<file path="src/rtl/ct_rtu_compress_32_seq_pkg.sv">
// Shared constants for the RTU bitmap-to-index drain path.
// Latency: n/a (declarations only).
// Backpressure: n/a (declarations only).
package ct_rtu_compress_32_seq_pkg;

  // Index width and the entry mask width it addresses.
  localparam int PTR_W     = 5;
  localparam int ENTRY_NUM = 32;

  // Popcount of a 32-bit mask needs 6 bits to represent 32.
  localparam int CNT_W     = 6;

  // Drain controller state encoding.
  typedef enum logic {
    RTU_CMP_IDLE  = 1'b0,
    RTU_CMP_DRAIN = 1'b1
  } rtu_cmp_state_e;

endpackage

</file>
<file path="src/rtl/ct_rtu_encode_32.sv">
// One-hot 32-bit to 5-bit binary index encoder (OR-tree per output bit).
// Latency: purely combinational, zero cycles.
// Backpressure: none; output follows input. Zero input encodes to 0.
module ct_rtu_encode_32
  import ct_rtu_compress_32_seq_pkg::*;
(
  input  logic [ENTRY_NUM-1:0] onehot,
  output logic [PTR_W-1:0]     num
);

  // Each index bit is the OR of all one-hot positions whose index has that bit set.
  always_comb begin
    num = '0;
    for (int i = 0; i < ENTRY_NUM; i++) begin
      if (onehot[i]) begin
        num = num | PTR_W'(i);
      end
    end
  end

endmodule

</file>
<file path="src/rtl/ct_rtu_compress_32_seq.sv">
// Drains a 32-bit entry mask into one 5-bit index per cycle, lowest index first.
// Latency: first index valid one cycle after the mask is accepted; N set bits take N cycles.
// Backpressure: x_out_rdy low holds every output stable; a new mask is accepted only while idle.
module ct_rtu_compress_32_seq
  import ct_rtu_compress_32_seq_pkg::*;
(
  input  logic                 forever_cpuclk,
  input  logic                 cpurst,
  input  logic                 x_flush,
  input  logic                 x_in_vld,
  output logic                 x_in_rdy,
  input  logic [ENTRY_NUM-1:0] x_in_mask,
  output logic                 x_out_vld,
  input  logic                 x_out_rdy,
  output logic [PTR_W-1:0]     x_out_num,
  output logic [ENTRY_NUM-1:0] x_out_onehot,
  output logic                 x_out_last,
  output logic [CNT_W-1:0]     x_out_cnt,
  output logic                 x_busy
);

  rtu_cmp_state_e       state;
  logic [ENTRY_NUM-1:0] mask_reg;
  logic [ENTRY_NUM-1:0] low_onehot;
  logic [PTR_W-1:0]     low_num;
  logic [CNT_W-1:0]     remain_cnt;
  logic                 remain_last;

  // Isolate the lowest remaining set bit; mask_reg is zero while idle so this is zero too.
  assign low_onehot = mask_reg & (~mask_reg + ENTRY_NUM'(1));

  ct_rtu_encode_32 u_encode (
    .onehot (low_onehot),
    .num    (low_num)
  );

  // Count set bits still pending, the current one included.
  always_comb begin
    remain_cnt = '0;
    for (int i = 0; i < ENTRY_NUM; i++) begin
      remain_cnt = remain_cnt + CNT_W'(mask_reg[i]);
    end
  end

  assign remain_last = (remain_cnt == CNT_W'(1));

  // Controller: reset and flush dominate, then load in idle or retire one bit per accepted index.
  always_ff @(posedge forever_cpuclk) begin
    if (cpurst) begin
      state    <= RTU_CMP_IDLE;
      mask_reg <= '0;
    end else if (x_flush) begin
      state    <= RTU_CMP_IDLE;
      mask_reg <= '0;
    end else begin
      case (state)
        RTU_CMP_IDLE: begin
          // An all-zero mask completes the handshake but has nothing to drain.
          if (x_in_vld && (x_in_mask != '0)) begin
            mask_reg <= x_in_mask;
            state    <= RTU_CMP_DRAIN;
          end
        end
        RTU_CMP_DRAIN: begin
          if (x_out_rdy) begin
            mask_reg <= mask_reg & ~low_onehot;
            if (remain_last) begin
              state <= RTU_CMP_IDLE;
            end
          end
        end
        default: begin
          state    <= RTU_CMP_IDLE;
          mask_reg <= '0;
        end
      endcase
    end
  end

  // Outputs decode only registered state, so x_out_rdy never reaches them combinationally.
  assign x_in_rdy     = (state == RTU_CMP_IDLE);
  assign x_busy       = (state == RTU_CMP_DRAIN);
  assign x_out_vld    = (state == RTU_CMP_DRAIN);
  assign x_out_onehot = low_onehot;
  assign x_out_num    = low_num;
  assign x_out_cnt    = remain_cnt;
  assign x_out_last   = remain_last;

  a_onehot_when_vld: assert property (@(posedge forever_cpuclk) disable iff (cpurst)
    x_out_vld |-> $onehot(x_out_onehot));

  a_vld_needs_mask: assert property (@(posedge forever_cpuclk) disable iff (cpurst)
    x_out_vld |-> (mask_reg != '0));

  a_rdy_busy_excl: assert property (@(posedge forever_cpuclk) disable iff (cpurst)
    !(x_in_rdy && x_busy));

endmodule

</file>
<file path="config.mk">
export PLATFORM = sky130hd
export DESIGN_NAME = ct_rtu_compress_32_seq
export DESIGN_NICKNAME = d
export VERILOG_FILES = /design/src/rtl/ct_rtu_compress_32_seq_pkg.sv /design/src/rtl/ct_rtu_encode_32.sv /design/src/rtl/ct_rtu_compress_32_seq.sv
export SDC_FILE = /design/constraint.sdc
export NUM_CORES = 1
export LEC_CHECK = 0
export CAP_MARGIN = 25
export CORE_MARGIN = 5
export CORE_UTILIZATION = 45
export DETAILED_ROUTE_END_ITERATION = 8
export GPL_TIMING_DRIVEN = 0
export PLACE_DENSITY = 0.86
export SKIP_CTS_REPAIR_TIMING = 1
export SLEW_MARGIN = 25
export SYNTH_ARGS = -nofsm -noshare
export SYNTH_HDL_FRONTEND = slang
export SYNTH_HIERARCHICAL = 1
export SYNTH_SLANG_ARGS = --single-unit
</file>
<file path="constraint.sdc">
create_clock -name forever_cpuclk -period 7.8 [get_ports forever_cpuclk]
set_input_delay 1.17 -clock forever_cpuclk [delete_from_list [all_inputs] [get_ports forever_cpuclk]]
set_output_delay 1.17 -clock forever_cpuclk [all_outputs]
set_load 0.01 [all_outputs]
</file>
==> metrics.yaml <==
drt-met1-wl_um: 4400
antennaDiodeCount: 0
cts_buffers: 5
cts.path.max_buffers: 2
placement.io_buffers: 83
clk_latency_ns: 0.30
vias_per_cell: 6.274
drtIter0Drc: 302
dieArea_um2: 8213
maxCapViolCount: 0
slowest_delay_ns: 0.60
largest_reg_flops: 32
worstHoldStart: "mask_reg[31]"
placed_cell_area_um2: 3852
route.met3.wl_um: 1066
h-tree-depth: 2
maxSlewViolCount: 0
min_to: "mask_reg[31]"
grt_pass1_wl_um: 16680
clock-sinks: 33
synth_edf_count: 0
cpMostUsedCell: "fa_1"
die_x_um: 90.63
layout-drive-gt1-share: 0.04535
crit_path_start_kind: "register"
r2r_end: "x_busy"
drt-total-wl_um: 10660
cts_tree: "yes"
num_rows: 29
path_clk_slew_ns: 0.08
setup_viol: 0
rr_worst_depth: 17
finalCriticalPeriod_ns: 7.167
stdcell_count: 518
worstHoldPathCells: 2
p_per_area_nw_per_um2: 174.7
nets: 511
total_power_uw: 687.5
drtAntennaViolNets: 0
dp.cells: 510
synth-seq-area-share: 0.2258
ios: 84
design_area_um2: 3935
route.detailed.wl_per_inst_um: 20.57
r2r-start: "mask_reg[15]"
cts_root_buffer: "clkbuf_8"
layout_worst_path_cycle_share: 0.9188
firstDrtPassIters: 5
grt-ovfl-total: 0
hp-class: "reg2reg"
syn_avg_cell_area_um2: 8.358
crit_slowest_cell: "fa_1"
grt_pass1_vias: 3202
ir_drop_mv: 0.2437
crit_type: "reg2out"
rrSetupSlack_ns: 2.35
critPathMaxFanout: 8
die_h_um: 90.63
gp_congestion: 0.9909
fin_util: 0.6197
dr.max_layer_used: "met4"
rsz0062_at_grt: "no"
ys_warn_count: 6
fmax_ghz: 0.1395
fin_ws_ns: 0.6334
outcome: "finished clean"
syn_nets: 421
start_util: 0.4607
endpoint_kind: "output port"
tightest_slew_ns: 0.9046
place_ws_ns: 0.9598
grt_max_degree: 11
cp.required_ns: 6.63
hold_viol: 0
path_cells: "clkbuf_1 -> inv_1 -> fa_1 -> fa_1 -> fa_1 -> inv_1 -> fa_1 -> fa_1 -> inv_1 -> fa_1 -> inv_1 -> ha_1 -> a21o_1 -> a21oi_1 -> o21ai_0 -> nor4_1 -> clkdlybuf4s50_1"
timing.setup.tns_ns: 0
wl_met2_um: 4832
skew_ns: 0.007167
path_buf_inv: 6
yosys_register_bits: 33
grt_util_all_layers: 0.2541
postSynthCellCount: 350
synth_ff_type: "dfxtp_1"
drc: 0
antenna_found_initial: 0
dp_hpwl_um: 8851
core_area_um2: 6350
worstPathArrival_ns: 6.00
p_leak_nw: 1.680
cp_top_family: "adder cells"
synth_cell_types: 53
slew_headroom: 0.3929
hold_ws_ns: 0.5613
nFillCells: 592
syn-cell-area_um2: 2925
ys_async_sr_fraction: 0
vias: 3250
syn_to_final_growth_pct: 34.52
[synth_stat cells (all sizes together) (2+ instances only)]
cell / count / area (µm²)
buf: 3 / 26.27
nor3: 15 / 75.07
dfxtp: 33 / 660.6
and3: 17 / 108.9
o311a: 4 / 41.29
nand4: 5 / 31.28
xnor2: 2 / 17.52
o211a: 2 / 20.02
fa: 24 / 480.5
ha: 10 / 125.1
nor4: 29 / 196.4
a221o: 19 / 190.2
nand3b: 2 / 15.01
a31oi: 4 / 25.02
mux2i: 7 / 70.07
or2: 2 / 12.51
a21oi: 10 / 50.05
nand3: 5 / 25.02
nor2: 32 / 120.1
o22ai: 2 / 12.51
clkbuf: 13 / 48.80
nand2: 19 / 71.32
nor2b: 3 / 18.77
or4: 6 / 48.80
o21ai: 2 / 10.00
a21o: 3 / 22.52
inv: 50 / 187.7
and2: 9 / 57.56
[placed cells by master, fill, tap and decap left out, types with 7 or more instances in the layout]
master / synthesis / layout
fa_1: 24 / 24
nand2_1: 19 / 19
and2_1: 8 / 8
dfxtp_1: 33 / 33
mux2i_1: 7 / 7
nor3_1: 15 / 15
clkdlybuf4s50_1: 0 / 83
ha_1: 10 / 10
inv_1: 50 / 50
a221o_1: 19 / 19
and3_1: 15 / 15
nor2_1: 32 / 32
a21oi_1: 10 / 10
nor4_1: 28 / 28
clkbuf_1: 13 / 14
[how the worst max path moves through the flow]
stage	startpoint	end	depth (start not counted)
3_3_place_gp	mask_reg[15]	x_out_last	17
4_1_cts	mask_reg[15]	x_out_last	17
5_1_grt	mask_reg[15]	x_out_last	17
2_1_floorplan	mask_reg[25]	x_out_last	16
6_report	mask_reg[15]	x_out_last	17
3_5_place_dp	mask_reg[15]	x_out_last	17
[final cells by class]
type | instances | area (µm²) | share of cell area
multi-input combinational | 251 | 2002 | 0.5087
timing repair buffer | 83 | 830.8 | 0.2111
sequential | 33 | 660.6 | 0.1679
inverter | 50 | 187.7 | 0.04769
tap | 77 | 96.34 | 0.02448
buffer | 16 | 75.07 | 0.01908
clock buffer | 6 | 72.57 | 0.01844
clock inverter | 2 | 10.01 | 0.002544
[metal layers]
layer / GRT usage / vias up
li1: - / 1450
met3: 0.06250 / 32
met1: 0.3395 / 1566
met2: 0.3989 / 202
met5: 0 / -
met4: 0.08685 / 0
[cells by family (layout without fill, tap and decap cells)]
family	after synthesis	count (layout)	synth area share
and+or+nand+nor	151	151	0.2879
buffers and inverters	66	157	0.08982
AOI/OAI and AO/OA	56	56	0.1565
adders and majority gates	34	34	0.2070
DFF	33	33	0.2258
muxes	7	7	0.02395
xor gates and xnor gates	3	3	0.008984
[worst register-to-register path, cell delays in order (launching register included)]
cell and delay, ns:
dfxtp_1 0.31, clkbuf_1 0.31, inv_1 0.14, fa_1 0.56, fa_1 0.47, fa_1 0.38
inv_1 0.09, fa_1 0.45, fa_1 0.55, inv_1 0.06, fa_1 0.60, inv_1 0.06
ha_1 0.28, a21o_1 0.17, a21oi_1 0.23, o21ai_0 0.21, nor4_1 0.32, a31oi_1 0.12
[power breakdown]
| group | internal (mW) | switching, mW | total, mW |
|---|---|---|---|
| Combinational | 0.177 | 0.190 | 0.367 |
| Clock | 0.0620 | 0.0708 | 0.133 |
| Sequential | 0.176 | 0.0120 | 0.188 |
| Total | 0.415 | 0.273 | 0.687 |
(Power assumes the default switching activity.)
